## config.mk

```make
export PLATFORM = sky130hd
export DESIGN_NAME = answer_check_module
export DESIGN_NICKNAME = d
export VERILOG_FILES = /design/src/rtl/answer_check_module.sv
export SDC_FILE = /design/constraint.sdc
export NUM_CORES = 1
export LEC_CHECK = 0
export ABC_AREA = 1
export ABC_CLOCK_PERIOD_IN_PS = 2600
export BUFFER_PORTS_ARGS = -buffer_cell sky130_fd_sc_hd__buf_2
export CAP_MARGIN = 20
export CORE_UTILIZATION = 60
export CTS_CLUSTER_DIAMETER = 40
export DETAILED_ROUTE_END_ITERATION = 8
export PLACE_DENSITY = 0.79
export SYNTH_ARGS = -nofsm -noshare
export SYNTH_HDL_FRONTEND = slang
export SYNTH_SLANG_ARGS = --single-unit
```

## constraint.sdc

```tcl
create_clock -name clk -period 2.6 [get_ports clk]
set_clock_uncertainty 0.2 [all_clocks]
set_input_delay 0 -clock clk [delete_from_list [all_inputs] [get_ports clk]]
set_output_delay 0 -clock clk [all_outputs]
set_load 0.05 [all_outputs]
```

## src/rtl/answer_check_module.sv

```systemverilog
// Purpose: judge debounced button presses against the melody, emit success/fail pulses.
// Latency: debounced change at t+2+DEBOUNCE_CYCLES, verdict pulse registered one cycle later.
// Backpressure: presses arriving while busy=1 or outside READY are discarded until released.
module answer_check_module #(
  parameter int unsigned DEBOUNCE_CYCLES = 250000,
  parameter logic [15:0] MELODY          = 16'h46E4,
  parameter logic [2:0]  MIN_LAST        = 3'd2,
  parameter logic [2:0]  MAX_LAST        = 3'd7,
  parameter int unsigned BUSY_WAIT       = 16
) (
  input  logic       clk,
  input  logic       reset,
  input  logic [3:0] btn_in,
  input  logic       busy,
  output logic       success,
  output logic       fail,
  output logic [2:0] pressed_note,
  output logic [2:0] expect_index,
  output logic [2:0] last_index,
  output logic       won
);

  localparam int CW = (DEBOUNCE_CYCLES > 1) ? $clog2(DEBOUNCE_CYCLES) : 1;
  localparam int WW = (BUSY_WAIT > 1) ? $clog2(BUSY_WAIT) : 1;
  localparam logic [CW-1:0] CNT_MAX  = CW'(DEBOUNCE_CYCLES - 1);
  localparam logic [WW-1:0] WAIT_MAX = WW'(BUSY_WAIT - 1);

  typedef enum logic [1:0] {READY, HOLD, WAIT_BUSY, WAIT_IDLE} state_t;

  logic [3:0]    sync1_q, sync1_d, sync2_q, sync2_d, prev_q, prev_d;
  logic [3:0]    deb_q, deb_d, deb_last_q, deb_last_d;
  logic [CW-1:0] cnt_q, cnt_d;
  state_t        state_q, state_d;
  logic [2:0]    expect_q, expect_d, last_q, last_d, note_q, note_d;
  logic          won_q, won_d, success_q, success_d, fail_q, fail_d;
  logic          verdict_q, verdict_d;
  logic [WW-1:0] wait_q, wait_d;

  logic          press_evt;
  logic [2:0]    btn_code;
  logic [2:0]    exp_code;

  // Synchronizer and vector debounce: load only after the vector has been stable long enough.
  always_comb begin
    sync1_d    = btn_in;
    sync2_d    = sync1_q;
    prev_d     = sync2_q;
    deb_last_d = deb_q;
    deb_d      = deb_q;
    cnt_d      = cnt_q;
    if (sync2_q != prev_q) begin
      cnt_d = '0;
    end else if (cnt_q != CNT_MAX) begin
      cnt_d = cnt_q + 1'b1;
    end
    if ((cnt_q == CNT_MAX) && (sync2_q == prev_q) && (sync2_q != deb_q)) begin
      deb_d = sync2_q;
    end
  end

  // Decode the debounced vector and the note expected at the current index.
  always_comb begin
    press_evt = (deb_q != 4'd0) && (deb_last_q == 4'd0);
    exp_code  = {1'b0, MELODY[{expect_q, 1'b0} +: 2]} + 3'd1;
    case (deb_q)
      4'b0001: btn_code = 3'd1;
      4'b0010: btn_code = 3'd2;
      4'b0100: btn_code = 3'd3;
      4'b1000: btn_code = 3'd4;
      default: btn_code = 3'd0;
    endcase
  end

  // Game FSM: judge a fresh press in READY, then wait for release and for the jingle.
  always_comb begin
    state_d   = state_q;
    expect_d  = expect_q;
    last_d    = last_q;
    won_d     = won_q;
    note_d    = note_q;
    verdict_d = verdict_q;
    wait_d    = wait_q;
    success_d = 1'b0;
    fail_d    = 1'b0;
    case (state_q)
      READY: begin
        if (press_evt && !busy) begin
          won_d     = 1'b0;
          note_d    = btn_code;
          verdict_d = 1'b0;
          state_d   = HOLD;
          if ((btn_code == 3'd0) || (btn_code != exp_code)) begin
            fail_d    = 1'b1;
            expect_d  = 3'd0;
            verdict_d = 1'b1;
          end else if (expect_q < last_q) begin
            expect_d = expect_q + 3'd1;
          end else begin
            success_d = 1'b1;
            expect_d  = 3'd0;
            verdict_d = 1'b1;
            if (last_q < MAX_LAST) begin
              last_d = last_q + 3'd1;
            end else begin
              won_d  = 1'b1;
              last_d = MIN_LAST;
            end
          end
        end
      end
      HOLD: begin
        wait_d = '0;
        if (deb_q == 4'd0) begin
          state_d = verdict_q ? WAIT_BUSY : READY;
        end
      end
      WAIT_BUSY: begin
        if (busy) begin
          state_d = WAIT_IDLE;
        end else if (wait_q == WAIT_MAX) begin
          state_d = READY;
        end else begin
          wait_d = wait_q + 1'b1;
        end
      end
      WAIT_IDLE: begin
        if (!busy) begin
          state_d = READY;
        end
      end
      default: state_d = READY;
    endcase
  end

  // State registers with synchronous reset.
  always_ff @(posedge clk) begin
    if (reset) begin
      sync1_q    <= '0;
      sync2_q    <= '0;
      prev_q     <= '0;
      deb_q      <= '0;
      deb_last_q <= '0;
      cnt_q      <= '0;
      state_q    <= READY;
      expect_q   <= 3'd0;
      last_q     <= MIN_LAST;
      won_q      <= 1'b0;
      note_q     <= 3'd0;
      verdict_q  <= 1'b0;
      wait_q     <= '0;
      success_q  <= 1'b0;
      fail_q     <= 1'b0;
    end else begin
      sync1_q    <= sync1_d;
      sync2_q    <= sync2_d;
      prev_q     <= prev_d;
      deb_q      <= deb_d;
      deb_last_q <= deb_last_d;
      cnt_q      <= cnt_d;
      state_q    <= state_d;
      expect_q   <= expect_d;
      last_q     <= last_d;
      won_q      <= won_d;
      note_q     <= note_d;
      verdict_q  <= verdict_d;
      wait_q     <= wait_d;
      success_q  <= success_d;
      fail_q     <= fail_d;
    end
  end

  // Reset masks a pulse registered just before it, so none shows in the reset cycle.
  assign success      = success_q && !reset;
  assign fail         = fail_q && !reset;
  assign pressed_note = (state_q == HOLD) ? note_q : 3'd0;
  assign expect_index = expect_q;
  assign last_index   = last_q;
  assign won          = won_q;

endmodule

```

==> metrics.cfg <==
[outcome]
status=finished, final reports clean

[worst_hold_path]
holdCritPathClass=flip-flop to flip-flop
min_from=sync1_q[1]$_SDFF_PP0_

[clocking]
clock_latency_ns=0.34
cts_root_buf=clkbuf_8
cts_max_level=3
hold_buffers=11
cts_resized=0
clkSinkCount=57
cts_tree=done
path_clk_slew_ns=0.07
clockBufferDepth=2
post_cts_buffers=0
cts_buffers=9

[layout]
syn2layout_area_growth_pct=16.5
drive_gt1_frac=0.140
antennaDiodeCount=0
final_common_cell=nand2_1
layout_common_cells=73 x nand2_1, 64 x nor2_1, 57 x dfxtp_1, 56 x inv_1, 30 x a21oi_1
fin_nets=440

[place]
portBuffers=18
place_hpwl_mm=3.54
gp_congestion=0.861
post-place-ws_ns=0.272

[route]
wl_met3_um=223
routed_wl_mm=5.61
route.antenna.remaining_nets=0
dr.pass1.iters=4
drt-met1-wl_mm=2.59
met2WireLength_mm=2.72
wire_per_inst_um=11.6
routed.top_layer=met4
vias=2466
drt-vias-per-instance=5.12
drtIter0Drc=191
drcViolationCount=0

[global_routing]
antenna_found_initial=0
grt_pass1_wl_mm=9.38
grt_max_degree=30
grt_pass1_vias=2313
grt_usage=0.241
overflow=0

[setup_path]
r2r_start=expect_index[0]$_SDFFE_PP0P_
r2r_slack_ns=0.25
reg2reg_to=last_index[2]$_SDFFE_PP0P_
required_ns=2.63
path_class=flip-flop to flip-flop
critPathLaunch=expect_index[0]$_SDFFE_PP0P_
cp_data_arrival_time_ns=2.38
crit_path_start_kind=flip-flop
rr_worst_depth=12
cp-end-kind=flip-flop
cp_max_fo=6
endpoint=last_index[2]$_SDFFE_PP0P_

[synth]
synthDistinctLibCells=33
synthMuxAreaShare=0
synth_top_family_by_area=simple AND/OR/NAND/NOR gates
ys.warnings.count=0
synthAdderAreaFrac=0.0361
synth_seq_area_share=0.411
synth_compound_area_frac=0.0902
synthSimpleGateAreaFrac=0.323
yosys_register_bits=57
synth.net_count=406
synth-xor-area-share=0.0442
syn_area_sq_um=2780
yosysTopAreaCellShare=0.411
synthCells=391
yosys-top-cells-area=dfxtp_1 41%, nand2_1 9.9%, nor2_1 8.7%
avgSynthCellArea_sq_um=7.10
synth_top_area_cell=dfxtp_1

[sta]
setup-violations-final=0
fin_crit_sh=0.904
whs_ns=0.213
max_freq_ghz=0.426
relSlewSlack=0.656
fin_ws_ns=0.250
finalMaxSlewViolations=0
worst_pin_slew_ns=0.517
finalCriticalPeriod_ns=2.35
rsz0062_at_grt=false
tns_ns=0
hold_viol=0

[floorplanning]
fp.dieH_um=70.0
core_region_area_sq_um=4410
die_w_um=70.0
start_util=0.629
row_count=24
dieArea_sq_um=4900
io_pins=19

[job]
maxCapViolations=0

[power_and_ir_drop]
ir_drop_mv=0.478
power.density_nw_per_um2=594
power_leakage_nw=1.39

==> critical path: stages (launching register included) <==
cell      delay [ns]
dfxtp_1         0.44
inv_1           0.11
ha_1            0.21
nand2_1         0.07
o21ai_0         0.09
ha_1            0.33
inv_1           0.06
nand2_1         0.06
nand2_1         0.04
nor2_1          0.14
nand4_1         0.21
o21bai_1        0.19
nor2_1          0.07
==> power breakdown <==
part           leakage (nW)  switching (mW)  internal (mW)  total [mW]
clock                 0.110           0.394          0.547       0.941
combinational         0.819          0.0513         0.0325      0.0838
sequential            0.461          0.0113          0.885       0.896
==> worst min-delay path by stage <==
stage,end,depth (start not counted)
2_1_floorplan,sync1_q[0]$_SDFF_PP0_,2
3_3_place_gp,sync1_q[2]$_SDFF_PP0_,3
3_5_place_dp,sync1_q[3]$_SDFF_PP0_,3
4_1_cts,prev_d[1]$_SDFF_PP0_,2
5_1_grt,prev_d[2]$_SDFF_PP0_,2
6_report,prev_d[1]$_SDFF_PP0_,2
==> flip-flops by register name, summed over array words and instances (netlist names) <==
| register | cells |
|---|---|
| verdict_q | 1 |
| deb_last_d | 4 |
| deb_last_q | 4 |
| success_q | 1 |
| cnt_q | 18 |
| state_q | 2 |
| wait_q | 4 |
| sync1_q | 4 |
| prev_d | 4 |
| expect_index | 3 |
| won | 1 |
| last_index | 3 |
| note_q | 3 |
| prev_q | 4 |
| fail_q | 1 |
==> Yosys cell counts (all sizes together) <==
master,number
a21o,1
a21oi,30
and3,1
buf,4
clkbuf,2
dfxtp,57
ha,8
inv,62
nand2,80
nand3,23
nand3b,2
nand4,8
nor2,68
nor3,6
nor3b,1
nor4,1
o21ai,17
o21bai,1
or2,5
xnor2,5
xor2,9
==> cell families (layout without fill, tap and decap cells) <==
family,count (synthesis),count (layout)
AND/OR/NAND/NOR,195,195
adder cells (fa/ha/maj),8,8
AO/OA/AOI/OAI,49,49
buffers and inverters,68,107
XOR/XNOR,14,14
flip-flops,57,57
==> layout make-up <==
cell class                      instances  area, sq um
Clock buffer                            9          124
Clock inverter                          7          103
Fill cell                             323         1180
Inverter                               62          233
Multi-Input combinational cell        266         1370
Sequential cell                        57         1140
Tap cell                               52         65.1
Timing Repair Buffer                   29          200
==> per-stage QoR <==
stage	instance area (sq um)	utilization	total power, mW	instances
CTS	3230	0.733	1.92	482
floorplan	2780	-	0.968	391
detailed placement	2900	0.656	0.985	455
global placement	2900	0.656	0.983	455
finish	3230	0.733	1.92	482
global route	3230	0.733	1.97	482
==> routing by layer <==
layer  GRT usage  vias to the layer above
met4      0.0911                        0
li1            -                     1294
met3      0.0736                        9
met5           0                        -
met1       0.275                     1111
met2       0.420                       52
Power figures use the tool's default switching activity.
